File: config.mk
export PLATFORM = sky130hd
export DESIGN_NAME = kv_cache_ctrl_flat
export DESIGN_NICKNAME = d
export VERILOG_FILES = /design/src/rtl/kv_pkg.sv /design/src/rtl/kv_cache_ctrl_if.sv /design/src/rtl/kv_cache_ctrl.sv /design/src/flat_wrapper.sv
export SDC_FILE = /design/constraint.sdc
export NUM_CORES = 1
export LEC_CHECK = 0
export BUFFER_PORTS_ARGS = -buffer_cell sky130_fd_sc_hd__clkbuf_2
export CELL_PAD_IN_SITES_DETAIL_PLACEMENT = 0
export CELL_PAD_IN_SITES_GLOBAL_PLACEMENT = 1
export CORE_ASPECT_RATIO = 1.75
export CORE_MARGIN = 3
export CORE_UTILIZATION = 37
export DETAILED_ROUTE_END_ITERATION = 8
export MAX_ROUTING_LAYER = met4
export PLACE_DENSITY = 0.86
export SLEW_MARGIN = 20
export SYNTH_ARGS = -nofsm -noshare
export SYNTH_HDL_FRONTEND = slang
export SYNTH_SLANG_ARGS = --single-unit
File: constraint.sdc
create_clock -name clk -period 2.1 [get_ports clk]
set_input_delay 0.42 -clock clk [delete_from_list [all_inputs] [get_ports clk]]
set_output_delay 0.42 -clock clk [all_outputs]
set_load 0.02 [all_outputs]
File: src/rtl/kv_pkg.sv
// Shared types and defaults for the K/V cache blocks.
package kv_pkg;
  localparam int SEQ_LEN_DEF = 64;

  typedef enum logic [1:0] {IDLE, SCAN, DRAIN} scan_state_t;
endpackage

File: src/rtl/kv_cache_ctrl_if.sv
// Control bundle between the K/V producer / score engine and kv_cache_ctrl.
interface kv_cache_ctrl_if import kv_pkg::*; #(
  parameter int SEQ_LEN = SEQ_LEN_DEF
);
  localparam int AW = $clog2(SEQ_LEN);

  logic          clear;
  logic          app_valid;
  logic          app_ready;
  logic          cache_write_en;
  logic [AW-1:0] cache_write_addr;
  logic          scan_start;
  logic          scan_busy;
  logic [AW-1:0] cache_read_addr;
  logic          out_valid;
  logic [AW-1:0] out_idx;
  logic          out_last;
  logic          scan_done;
  logic [AW:0]   count;
  logic          full;

  modport master (
    output clear, app_valid, scan_start,
    input  app_ready, cache_write_en, cache_write_addr, scan_busy,
           cache_read_addr, out_valid, out_idx, out_last, scan_done,
           count, full
  );

  modport slave (
    input  clear, app_valid, scan_start,
    output app_ready, cache_write_en, cache_write_addr, scan_busy,
           cache_read_addr, out_valid, out_idx, out_last, scan_done,
           count, full
  );
endinterface

File: src/rtl/kv_cache_ctrl.sv
// K/V cache sequencer: appends rows at the fill pointer and streams
// rows 0..N-1 to the score engine with index/last tags aligned to the
// registered cache read.
module kv_cache_ctrl import kv_pkg::*; #(
  parameter int SEQ_LEN = SEQ_LEN_DEF
) (
  input  logic            clk,
  input  logic            rst_n,
  kv_cache_ctrl_if.slave  bus
);
  localparam int AW = $clog2(SEQ_LEN);

  scan_state_t   state;
  logic [AW:0]   cnt;
  logic [AW:0]   snap;
  logic [AW-1:0] rd_addr;
  logic          full;
  logic          app_ready;
  logic          we;
  logic          last_issue;
  logic          empty_scan;
  logic          ov, ol, sd;
  logic [AW-1:0] oi;

  assign full       = (cnt == (AW+1)'(SEQ_LEN));
  assign app_ready  = !full && !bus.clear;
  assign we         = bus.app_valid && app_ready;
  // Final address of this scan is being issued this cycle.
  assign last_issue = (state == SCAN) && ({1'b0, rd_addr} == snap - 1'b1);
  // Scan request with nothing stored: just acknowledge with scan_done.
  assign empty_scan = (state == IDLE) && bus.scan_start && (cnt == '0);

  assign bus.app_ready        = app_ready;
  assign bus.cache_write_en   = we;
  assign bus.cache_write_addr = cnt[AW-1:0];
  assign bus.scan_busy        = (state != IDLE);
  assign bus.cache_read_addr  = rd_addr;
  assign bus.out_valid        = ov;
  assign bus.out_idx          = oi;
  assign bus.out_last         = ol;
  assign bus.scan_done        = sd;
  assign bus.count            = cnt;
  assign bus.full             = full;

  // Fill count: clear wins, otherwise bump on each accepted append.
  always_ff @(posedge clk or negedge rst_n) begin
    if (!rst_n)         cnt <= '0;
    else if (bus.clear) cnt <= '0;
    else if (we)        cnt <= cnt + 1'b1;
  end

  // Scan FSM; N is snapshotted before any same-cycle append lands, so
  // writes always target addresses >= N while reads stay below N.
  always_ff @(posedge clk or negedge rst_n) begin
    if (!rst_n) begin
      state   <= IDLE;
      rd_addr <= '0;
      snap    <= '0;
    end else if (bus.clear) begin
      state   <= IDLE;
      rd_addr <= '0;
    end else begin
      case (state)
        IDLE: if (bus.scan_start && cnt != '0) begin
          state   <= SCAN;
          rd_addr <= '0;
          snap    <= cnt;
        end
        SCAN: if (last_issue) state <= DRAIN;
              else            rd_addr <= rd_addr + 1'b1;
        DRAIN: state <= IDLE;
        default: state <= IDLE;
      endcase
    end
  end

  // One-stage tag pipeline matching the cache's registered read.
  always_ff @(posedge clk or negedge rst_n) begin
    if (!rst_n) begin
      ov <= 1'b0;
      ol <= 1'b0;
      sd <= 1'b0;
      oi <= '0;
    end else if (bus.clear) begin
      ov <= 1'b0;
      ol <= 1'b0;
      sd <= 1'b0;
    end else begin
      ov <= (state == SCAN);
      oi <= rd_addr;
      ol <= last_issue;
      sd <= last_issue || empty_scan;
    end
  end
endmodule

File: src/flat_wrapper.sv
// flat-port wrapper written by rule: the top's interface ports become plain ports
module kv_cache_ctrl_flat import kv_pkg::*;
#(
  parameter int SEQ_LEN = SEQ_LEN_DEF
)
  (clk, rst_n, bus_clear, bus_app_valid, bus_scan_start, bus_app_ready, bus_cache_write_en, bus_cache_write_addr, bus_scan_busy, bus_cache_read_addr, bus_out_valid, bus_out_idx, bus_out_last, bus_scan_done, bus_count, bus_full);
  kv_cache_ctrl_if #(.SEQ_LEN(SEQ_LEN)) bus_i ();
  input  logic clk;
  input  logic rst_n;
  input wire logic [$bits(bus_i.clear)-1:0] bus_clear;
  input wire logic [$bits(bus_i.app_valid)-1:0] bus_app_valid;
  input wire logic [$bits(bus_i.scan_start)-1:0] bus_scan_start;
  output wire logic [$bits(bus_i.app_ready)-1:0] bus_app_ready;
  output wire logic [$bits(bus_i.cache_write_en)-1:0] bus_cache_write_en;
  output wire logic [$bits(bus_i.cache_write_addr)-1:0] bus_cache_write_addr;
  output wire logic [$bits(bus_i.scan_busy)-1:0] bus_scan_busy;
  output wire logic [$bits(bus_i.cache_read_addr)-1:0] bus_cache_read_addr;
  output wire logic [$bits(bus_i.out_valid)-1:0] bus_out_valid;
  output wire logic [$bits(bus_i.out_idx)-1:0] bus_out_idx;
  output wire logic [$bits(bus_i.out_last)-1:0] bus_out_last;
  output wire logic [$bits(bus_i.scan_done)-1:0] bus_scan_done;
  output wire logic [$bits(bus_i.count)-1:0] bus_count;
  output wire logic [$bits(bus_i.full)-1:0] bus_full;
  assign bus_i.clear = bus_clear;
  assign bus_i.app_valid = bus_app_valid;
  assign bus_i.scan_start = bus_scan_start;
  assign bus_app_ready = bus_i.app_ready;
  assign bus_cache_write_en = bus_i.cache_write_en;
  assign bus_cache_write_addr = bus_i.cache_write_addr;
  assign bus_scan_busy = bus_i.scan_busy;
  assign bus_cache_read_addr = bus_i.cache_read_addr;
  assign bus_out_valid = bus_i.out_valid;
  assign bus_out_idx = bus_i.out_idx;
  assign bus_out_last = bus_i.out_last;
  assign bus_scan_done = bus_i.scan_done;
  assign bus_count = bus_i.count;
  assign bus_full = bus_i.full;
  kv_cache_ctrl #(.SEQ_LEN(SEQ_LEN)) u_core (.clk(clk), .rst_n(rst_n), .bus(bus_i));
endmodule
## Word-level counts from Yosys, hierarchy flattened

Index checks and enable logic that the tools add are counted.

- Register bits: 31
- Input port bits: 5
- Output and inout port bits: 32
- Logic and storage cells: 49

- Add/subtract/negate cells: 3
- Equality and inequality tests: 6
- Multiplexer cells: 13
- Bitwise gates (word level): 1
- Reductions and logical operators: 18

Operator list:

| kind | count |
|---|---|
| two-way mux 6 bit | 3 |
| two-way mux 7 bit | 2 |
| one-hot mux 6 bit (2 select lines) | 1 |
| adder 7 x 1 -> 7 bit (second input constant) | 1 |
| == test 6 x 7 -> 1 bit | 1 |
| == test 7 bit (second input constant) | 1 |
| logical NOT 7 bit | 1 |
| nonzero test 7 bit | 1 |
| subtractor 7 x 1 -> 7 bit (second input constant) | 1 |
| adder 6 x 1 -> 6 bit (second input constant) | 1 |
| logical AND 1 bit | 6 |
| two-way mux 2 bit | 3 |
| inequality test 3 bit (second input constant) | 2 |
| AND reduction 3 bit | 2 |
| one-hot mux 2 bit (2 select lines) | 1 |
| nonzero test 2 bit | 2 |
| two-way mux 1 bit | 3 |
| inequality test 3 x 2 -> 1 bit (second input constant) | 1 |
| nonzero test 3 bit | 1 |
| == test 2 x 1 -> 1 bit (second input constant) | 1 |
| logical NOT 1 bit | 2 |
| logical NOT 2 bit | 1 |
| AND reduction 2 bit | 1 |
| logical OR 1 bit | 1 |
| NOT 1 bit | 1 |

## Longest topological paths before layout

Gate-level depths: netlist (run 1).

- Depth in word-level cells: 6
- Depth in mapped cells: 9
- Gate-level depth less buffers: 8

## Worst setup path before layout (run 1)

OpenSTA, ideal clock, no wires.

- Kind: reg-to-output
- From: register u_core.cnt[0], in the netlist u_core.bus.count[0]
- To: output bus_cache_write_en
- Data arrival time: 1.922 ns
- Data required time: 1.680 ns
- Setup slack: -0.242 ns
- Stages on the path, launching flop included: 8
- Buffers on the path: 1
- Cells stage by stage: dfrtp_1 -> inv_1 -> ha_1 -> nor3b_1 -> and3_1 -> nor2b_1 -> clkbuf_1 -> nor2b_1

- Word-level cells in the longest chain between the ends: 4

RTL lines:

| what | line | source |
|---|---|---|
| from (decl) | kv_cache_ctrl.sv:14 | `logic [AW:0] cnt;` |
| from (signal assigned) | kv_cache_ctrl.sv:49 | `else if (we) cnt <= cnt + 1'b1;` |
| == test 7 bit | kv_cache_ctrl.sv:25 | `assign full = (cnt == (AW+1)'(SEQ_LEN));` |
| via bus_full | flat_wrapper.sv:23 | `output wire logic [$bits(bus_i.full)-1:0] bus_full;` |
| logical NOT 1 bit | kv_cache_ctrl.sv:26 | `assign app_ready = !full && !bus.clear;` |
| logical AND 1 bit | kv_cache_ctrl.sv:26 |  |
| logical AND 1 bit | kv_cache_ctrl.sv:27 | `assign we = bus.app_valid && app_ready;` |
| to (decl) | flat_wrapper.sv:14 | `output wire logic [$bits(bus_i.cache_write_en)-1:0] bus_cache_write_en;` |

The timed path passes the listed nets, and every way through them passes these cells.

==> results of run 1 <==
synthesized netlist by cell type (2+ instances only):
cell type  number
nor2_1         21
o21ai_0         7
inv_1           6
nand2_1        10
nor3_1          2
mux2_2         10
a31oi_1         2
mux2i_1         2
clkbuf_1        3
buf_6           2
xor2_1         10
or4_1           3
and3_1          2
or3_2           2
a21oi_1         4
nand2b_1        2
nand4_1         4
nor2b_1         6
o211ai_1        2
xnor2_1         5
nand3_1         8
ha_1            4
dfrtp_1        31
buf_4           7
through the flow:
| stage | worst slack (ns) | power (mW) |
|---|---|---|
| after detailed placement | -0.128 | 1.18 |
| after CTS | -0.0536 | 1.82 |
| after global routing | -0.204 | 1.97 |
| after floorplan | 0.00637 | 0.998 |
| final | -0.136 | 1.86 |
| after global placement | -0.0706 | 1.17 |
flip-flops by register name, summed over array words and instances (netlist names):
signal / count
u_core.bus.scan_done: 1
u_core.bus.out_last: 1
u_core.bus.cache_read_addr: 6
u_core.state: 2
u_core.bus.out_idx: 6
u_core.bus.out_valid: 1
u_core.bus.count: 7
u_core.snap: 7
power breakdown:
part	switching, mW	total [mW]	leakage (nW)	internal [mW]
Clock	0.224	0.457	0.0422	0.232
Sequential	0.0257	0.653	0.425	0.627
Combinational	0.352	0.754	0.724	0.402
repair_timing:
action	4_1_cts	5_1_grt
setup endpoints to repair	8	15
hold buffers	0	0
gates resized for setup	14	14
setup buffers	16	2
pin swaps	12	11
cloned	1	0
worst paths after layout:
| check | startpoint | slack (ns) | endpoint | cells past startpoint |
|---|---|---|---|---|
| max in group asynchronous | rst_n | 1.48 | u_core.snap[3] | 2 |
| min | rst_n | 0.06 | u_core.bus.out_idx[3] | 1 |
| min in group clk | bus_scan_start | 0.40 | u_core.bus.scan_done | 3 |
| max | u_core.snap[0] | -0.14 | u_core.snap[0] | 15 |
| max reg2reg | u_core.snap[0] | -0.14 | u_core.snap[0] | 15 |
| min reg2reg | u_core.bus.out_idx[1] | 0.47 | u_core.bus.out_idx[1] | 2 |
critical path: cells and delay by family (launching register included):
family | cells | cell delay [ns]
buf+inv | 14 | 1.64
flops | 1 | 0.40
compound gates | 1 | 0.11
logic make-up after synthesis:
family                     Yosys count  share of synthesized area, %
and+or+nand+nor                     71                          23.6
DFF                                 31                          44.5
AOI/OAI and AO/OA                   21                          7.39
buffers and inverters               19                          6.46
xor gates and xnor gates            15                          7.54
muxes                               12                          7.61
adders and majority gates            4                          2.87
cell type report:
class                           count  area, um^2  share of cell area [%]
Timing Repair Buffer               74         475                    19.9
Clock inverter                      1        5.00                   0.209
Inverter                            6        22.5                   0.942
Tap cell                           51        63.8                    2.67
Multi-Input combinational cell    124         970                    40.6
Sequential cell                    31         778                    32.5
Clock buffer                        7        76.3                    3.19
cell usage in the layout (no fill, tap or decap), types with 4 or more instances in the layout:
cell / Yosys / final
mux2_2: 10 / 10
nand4_1: 4 / 4
o21ai_0: 7 / 4
clkbuf_2: 0 / 35
nand3_1: 8 / 8
xnor2_1: 5 / 5
nor2_1: 21 / 21
buf_4: 7 / 38
clkbuf_8: 0 / 5
nor2b_1: 6 / 4
xor2_1: 10 / 9
dfrtp_1: 31 / 29
inv_2: 0 / 4
nand2_1: 10 / 10
metal layers:
metal	wire length [um]	global-route usage, %	vias to the layer above	part of all wire [%]
met5	0	-	-	0
met4	208	10.9	0	4.4
met3	204	3.87	15	4.3
met2	2730	32.1	46	58
met1	1590	18.3	746	34
li1	-	-	729	-
==> flow_summary.json, run 1 <==
{
  "area_delta_synth_final_pct": 37.2,
  "maxSlewViolCount": 0,
  "period_share_pct": 106,
  "max_freq_mhz": 447,
  "grt_pass1_wl_um": 7660,
  "post_drt_wl_per_cell_um": 16.1,
  "finalCriticalPeriod_ns": 2.24,
  "synth_flop_cell": "dfrtp_1",
  "cp-end-kind": "register",
  "violations": "negative setup slack",
  "hold_slack_ns": 0.0577,
  "fin_util_pct": 53.3,
  "synth.avg_cell_area_um2": 10.1,
  "clk_pin_slew_worst_paths_ns": 0.07,
  "synth_area_mm2": 0.00174,
  "initial_core_util_pct": 38.9,
  "vdd.ir_drop.worst_mv": 0.693,
  "antenna_found_initial": 0,
  "synth_edf_count": 0,
  "gp_congestion": 0.762,
  "yosysTopAreaCell": "dfrtp_1",
  "nets": 251,
  "cp_data_required_time_ns": 2.31,
  "antenna_left": 0,
  "clockBufferDepth": 2,
  "htreeDepth": 2,
  "syn_inst": 173,
  "tns_ns": -0.309,
  "hold_viol": 0,
  "dpl.hpwl_um": 3130,
  "slowest_stage": "dfrtp_1",
  "drive_gt1_share_pct": 49.4,
  "postPlaceCellArea_mm2": 0.00207,
  "path_cells": "inv_2 > buf_4 > buf_4 > buf_4 > buf_4 > buf_4 > buf_4 > buf_4 > buf_4 > buf_4 > buf_4 > buf_4 > buf_4 > buf_4 > o21ai_2",
  "cts_tree": "built",
  "antenna_cells": 0,
  "status": "complete, but fails checks",
  "stdcell_count": 294,
  "rows": 32,
  "ys_warn_count": 0,
  "hold_path_class": "input pin to async pin",
  "rsz0062_at_grt": "yes",
  "worst_slack_ns": -0.136,
  "start_kind": "register",
  "dpl.cell_count": 267,
  "crit_fanout": 3,
  "viasPerCell": 5.22,
  "ys_top_cells_by_area": "dfrtp_1 45%, mux2_2 6.5%, xor2_1 5.0%, nor2_1 4.5%, buf_4 3.0%",
  "pin_count": 37,
  "final-setup-viol-count": 6,
  "ys_types": 42,
  "cp.arrival_ns": 2.44,
  "vias": 1536,
  "yosys_register_bits": 31,
  "max_stage_delay_ns": 0.40,
  "wirelength_um": 4730,
  "maxCapViolCount": 0,
  "drtIter0Drc": 11,
  "cts-root-buf": "clkbuf_8",
  "dr.pass1.iters": 4,
  "portBuffers": 36,
  "yosysSeqAreaShare_pct": 44.5,
  "synth_top_cell_area_share_pct": 44.5,
  "async_flop_share_pct": 100,
  "numCtsBuffers": 5,
  "crit_top_cell": "buf_4",
  "clock_latency_ns": 0.29,
  "drc_errors": 0,
  "fillCellCount": 418,
  "slew_headroom_pct": 63.5,
  "path_class": "register to register",
  "dieHeight_um": 96.8,
  "clock_skew_ns": 0.00606,
  "syn-num-nets": 182,
  "grt_max_degree": 18,
  "grt_use_total_pct": 18.5,
  "p_leak_nw": 1.19,
  "fin_area_mm2": 0.00239,
  "worst_pin_slew_ns": 0.545,
  "cts.sinks": 31,
  "coreArea_mm2": 0.00448,
  "grt_pass1_vias": 1594,
  "die_area_mm2": 0.00560,
  "die_w_um": 57.9,
  "p_per_area_mw_per_mm2": 779,
  "globalRouteOverflowTotal": 0
}
(Power assumes the default switching activity.)
==> inputs of run 2 (changes only) <==
--- a/config.mk
+++ b/config.mk
@@ -12,7 +12,6 @@
 export CORE_MARGIN = 3
 export CORE_UTILIZATION = 37
 export DETAILED_ROUTE_END_ITERATION = 8
-export MAX_ROUTING_LAYER = met4
 export PLACE_DENSITY = 0.86
 export SLEW_MARGIN = 20
 export SYNTH_ARGS = -nofsm -noshare
==> run 2 against run 1 <==
Effect of this change: the run still ends with negative setup slack left; fmax is 0.10% higher; global-route usage is 0.49 points lower; critical path depth stayed put; clock skew is 0.0017 ns lower; worst setup slack better by 0.0023 ns; sequential share of layout area is 0.051 points lower; die area stayed put; final area is 0.16% higher; critical path type unchanged; largest cell class unchanged; largest power group unchanged.
==> flow_summary.json, run 2 (synthesis gave the netlist of run 1 again) <==
{
  "violations": "negative setup slack",
  "crit_fanout": 3,
  "maxSlewViolCount": 0,
  "drive_gt1_share_pct": 49.8,
  "layout_common_cells": "38 x buf_4, 35 x clkbuf_2, 29 x dfrtp_1",
  "cts.sinks": 31,
  "grt_pass1_vias": 1594,
  "clock_latency_ns": 0.28,
  "slew_headroom_pct": 63.4,
  "vdd.ir_drop.worst_mv": 0.693,
  "wirelength_um": 4770,
  "gp_congestion": 0.752,
  "cp.arrival_ns": 2.44,
  "die_area_mm2": 0.00560,
  "final-setup-viol-count": 6,
  "htreeDepth": 2,
  "maxCapViolCount": 0,
  "vias": 1526,
  "cp-end-kind": "register",
  "dr.pass1.iters": 4,
  "p_leak_nw": 1.19,
  "pin_count": 37,
  "portBuffers": 36,
  "dpl.hpwl_um": 3130,
  "hold_path_class": "input pin to async pin",
  "globalRouteOverflowTotal": 0,
  "antenna_found_initial": 0,
  "clk_pin_slew_worst_paths_ns": 0.07,
  "path_cells": "inv_2 > buf_4 > buf_4 > buf_4 > buf_4 > buf_4 > buf_4 > buf_4 > buf_4 > buf_4 > buf_4 > buf_4 > buf_4 > buf_4 > o21ai_2",
  "die_w_um": 57.9,
  "worst_pin_slew_ns": 0.546,
  "cts-root-buf": "clkbuf_8",
  "numCtsBuffers": 5,
  "max_freq_mhz": 448,
  "finalCriticalPeriod_ns": 2.23,
  "dieHeight_um": 96.8,
  "coreArea_mm2": 0.00448,
  "slowest_stage": "dfrtp_1",
  "rows": 32,
  "grt_max_degree": 18,
  "start_kind": "register",
  "worst_slack_ns": -0.133,
  "antenna_left": 0,
  "cts_hold_buf": 0,
  "period_share_pct": 106,
  "area_delta_synth_final_pct": 37.4,
  "viasPerCell": 5.19,
  "grt_use_total_pct": 18.1,
  "final_common_cell": "buf_4",
  "total_power_mw": 1.86,
  "grt_pass1_wl_um": 7670,
  "cts_tree": "built",
  "fillCellCount": 418,
  "tns_ns": -0.305,
  "nets": 251,
  "max_stage_delay_ns": 0.40,
  "drc_errors": 0,
  "p_per_area_mw_per_mm2": 776,
  "crit_buf_inv": 14,
  "clockBufferDepth": 2,
  "antenna_cells": 0,
  "clock_skew_ns": 0.00433,
  "post_drt_wl_per_cell_um": 16.2,
  "cp_data_required_time_ns": 2.31,
  "cpLargestDelayFamily": "buffers and inverters",
  "initial_core_util_pct": 38.9,
  "path_class": "register to register",
  "rsz0062_at_grt": "yes",
  "hold_viol": 0,
  "crit_top_cell": "buf_4",
  "status": "complete, but fails checks",
  "drtIter0Drc": 20
}
[run 2: cell counts in the layout (fill, tap and decap cells not counted)]
Identical to the previous run, type by type.
[run 2: path summary, 6_finish.rpt]
check                                 startpoint                    end  slack [ns]  cells after the start
max                               u_core.snap[0]         u_core.snap[0]       -0.13                     15
min                                        rst_n  u_core.bus.out_idx[3]        0.06                      1
max reg2reg                       u_core.snap[0]         u_core.snap[0]       -0.13                     15
min reg2reg                u_core.bus.out_idx[1]  u_core.bus.out_idx[1]        0.47                      2
max in group asynchronous                  rst_n         u_core.snap[3]        1.49                      2
min in group clk                  bus_scan_start   u_core.bus.scan_done        0.40                      3
[run 2: metrics by stage]
step / area [um^2] / setup WS (ns) / util [%] / cells / hold slack [ns]
finish: 2390 / -0.133 / 53.4 / 294 / 0.0573
global route: 2390 / -0.211 / 53.4 / 294 / 0.0734
CTS: 2330 / -0.0536 / 52.0 / 292 / 0.0681
detailed placement: 2070 / -0.128 / 46.1 / 267 / 0.381
global placement: 2070 / -0.0706 / 46.1 / 267 / 0.363
floorplan: 1770 / 0.00637 / - / 173 / 0.124
[run 2: per-layer routing]
metal  vias up  wire length [um]  global-route usage (%)
li1        732                 -                       -
met1       736              1590                    18.2
met2        43              2750                    32.0
met3        15               227                    4.27
met4         0               212                    10.9
met5         -                 0                       0
[run 2: what timing repair did]
item	in CTS	in global routing
cloned	1	0
setup buffers	16	2
setup endpoints to repair	8	15
resized for setup	14	15
pin swaps	12	11
[run 2: final cells by class]
type | count | area (um^2) | share of cell area, %
clock buffers | 7 | 76.3 | 3.19
clock inverters | 1 | 5.00 | 0.209
inverters | 6 | 22.5 | 0.940
multi-input cells | 124 | 973 | 40.6
flip-flops and latches | 31 | 778 | 32.5
well taps | 51 | 63.8 | 2.66
repair buffers | 74 | 475 | 19.9
[run 2: where the power goes]
group / leakage (nW) / internal [mW] / switching, mW
logic: 0.726 / 0.402 / 0.352
clock network: 0.0422 / 0.232 / 0.221
registers: 0.425 / 0.627 / 0.0254
total: 1.19 / 1.26 / 0.599
[run 2: worst reg2reg max path, stage by stage (launching register included)]
cell	delay (ns)
dfrtp_1	0.40
inv_2	0.07
buf_4	0.13
buf_4	0.12
buf_4	0.12
buf_4	0.12
buf_4	0.12
buf_4	0.12
buf_4	0.12
buf_4	0.12
buf_4	0.12
buf_4	0.12
buf_4	0.12
buf_4	0.12
buf_4	0.12
o21ai_2	0.11
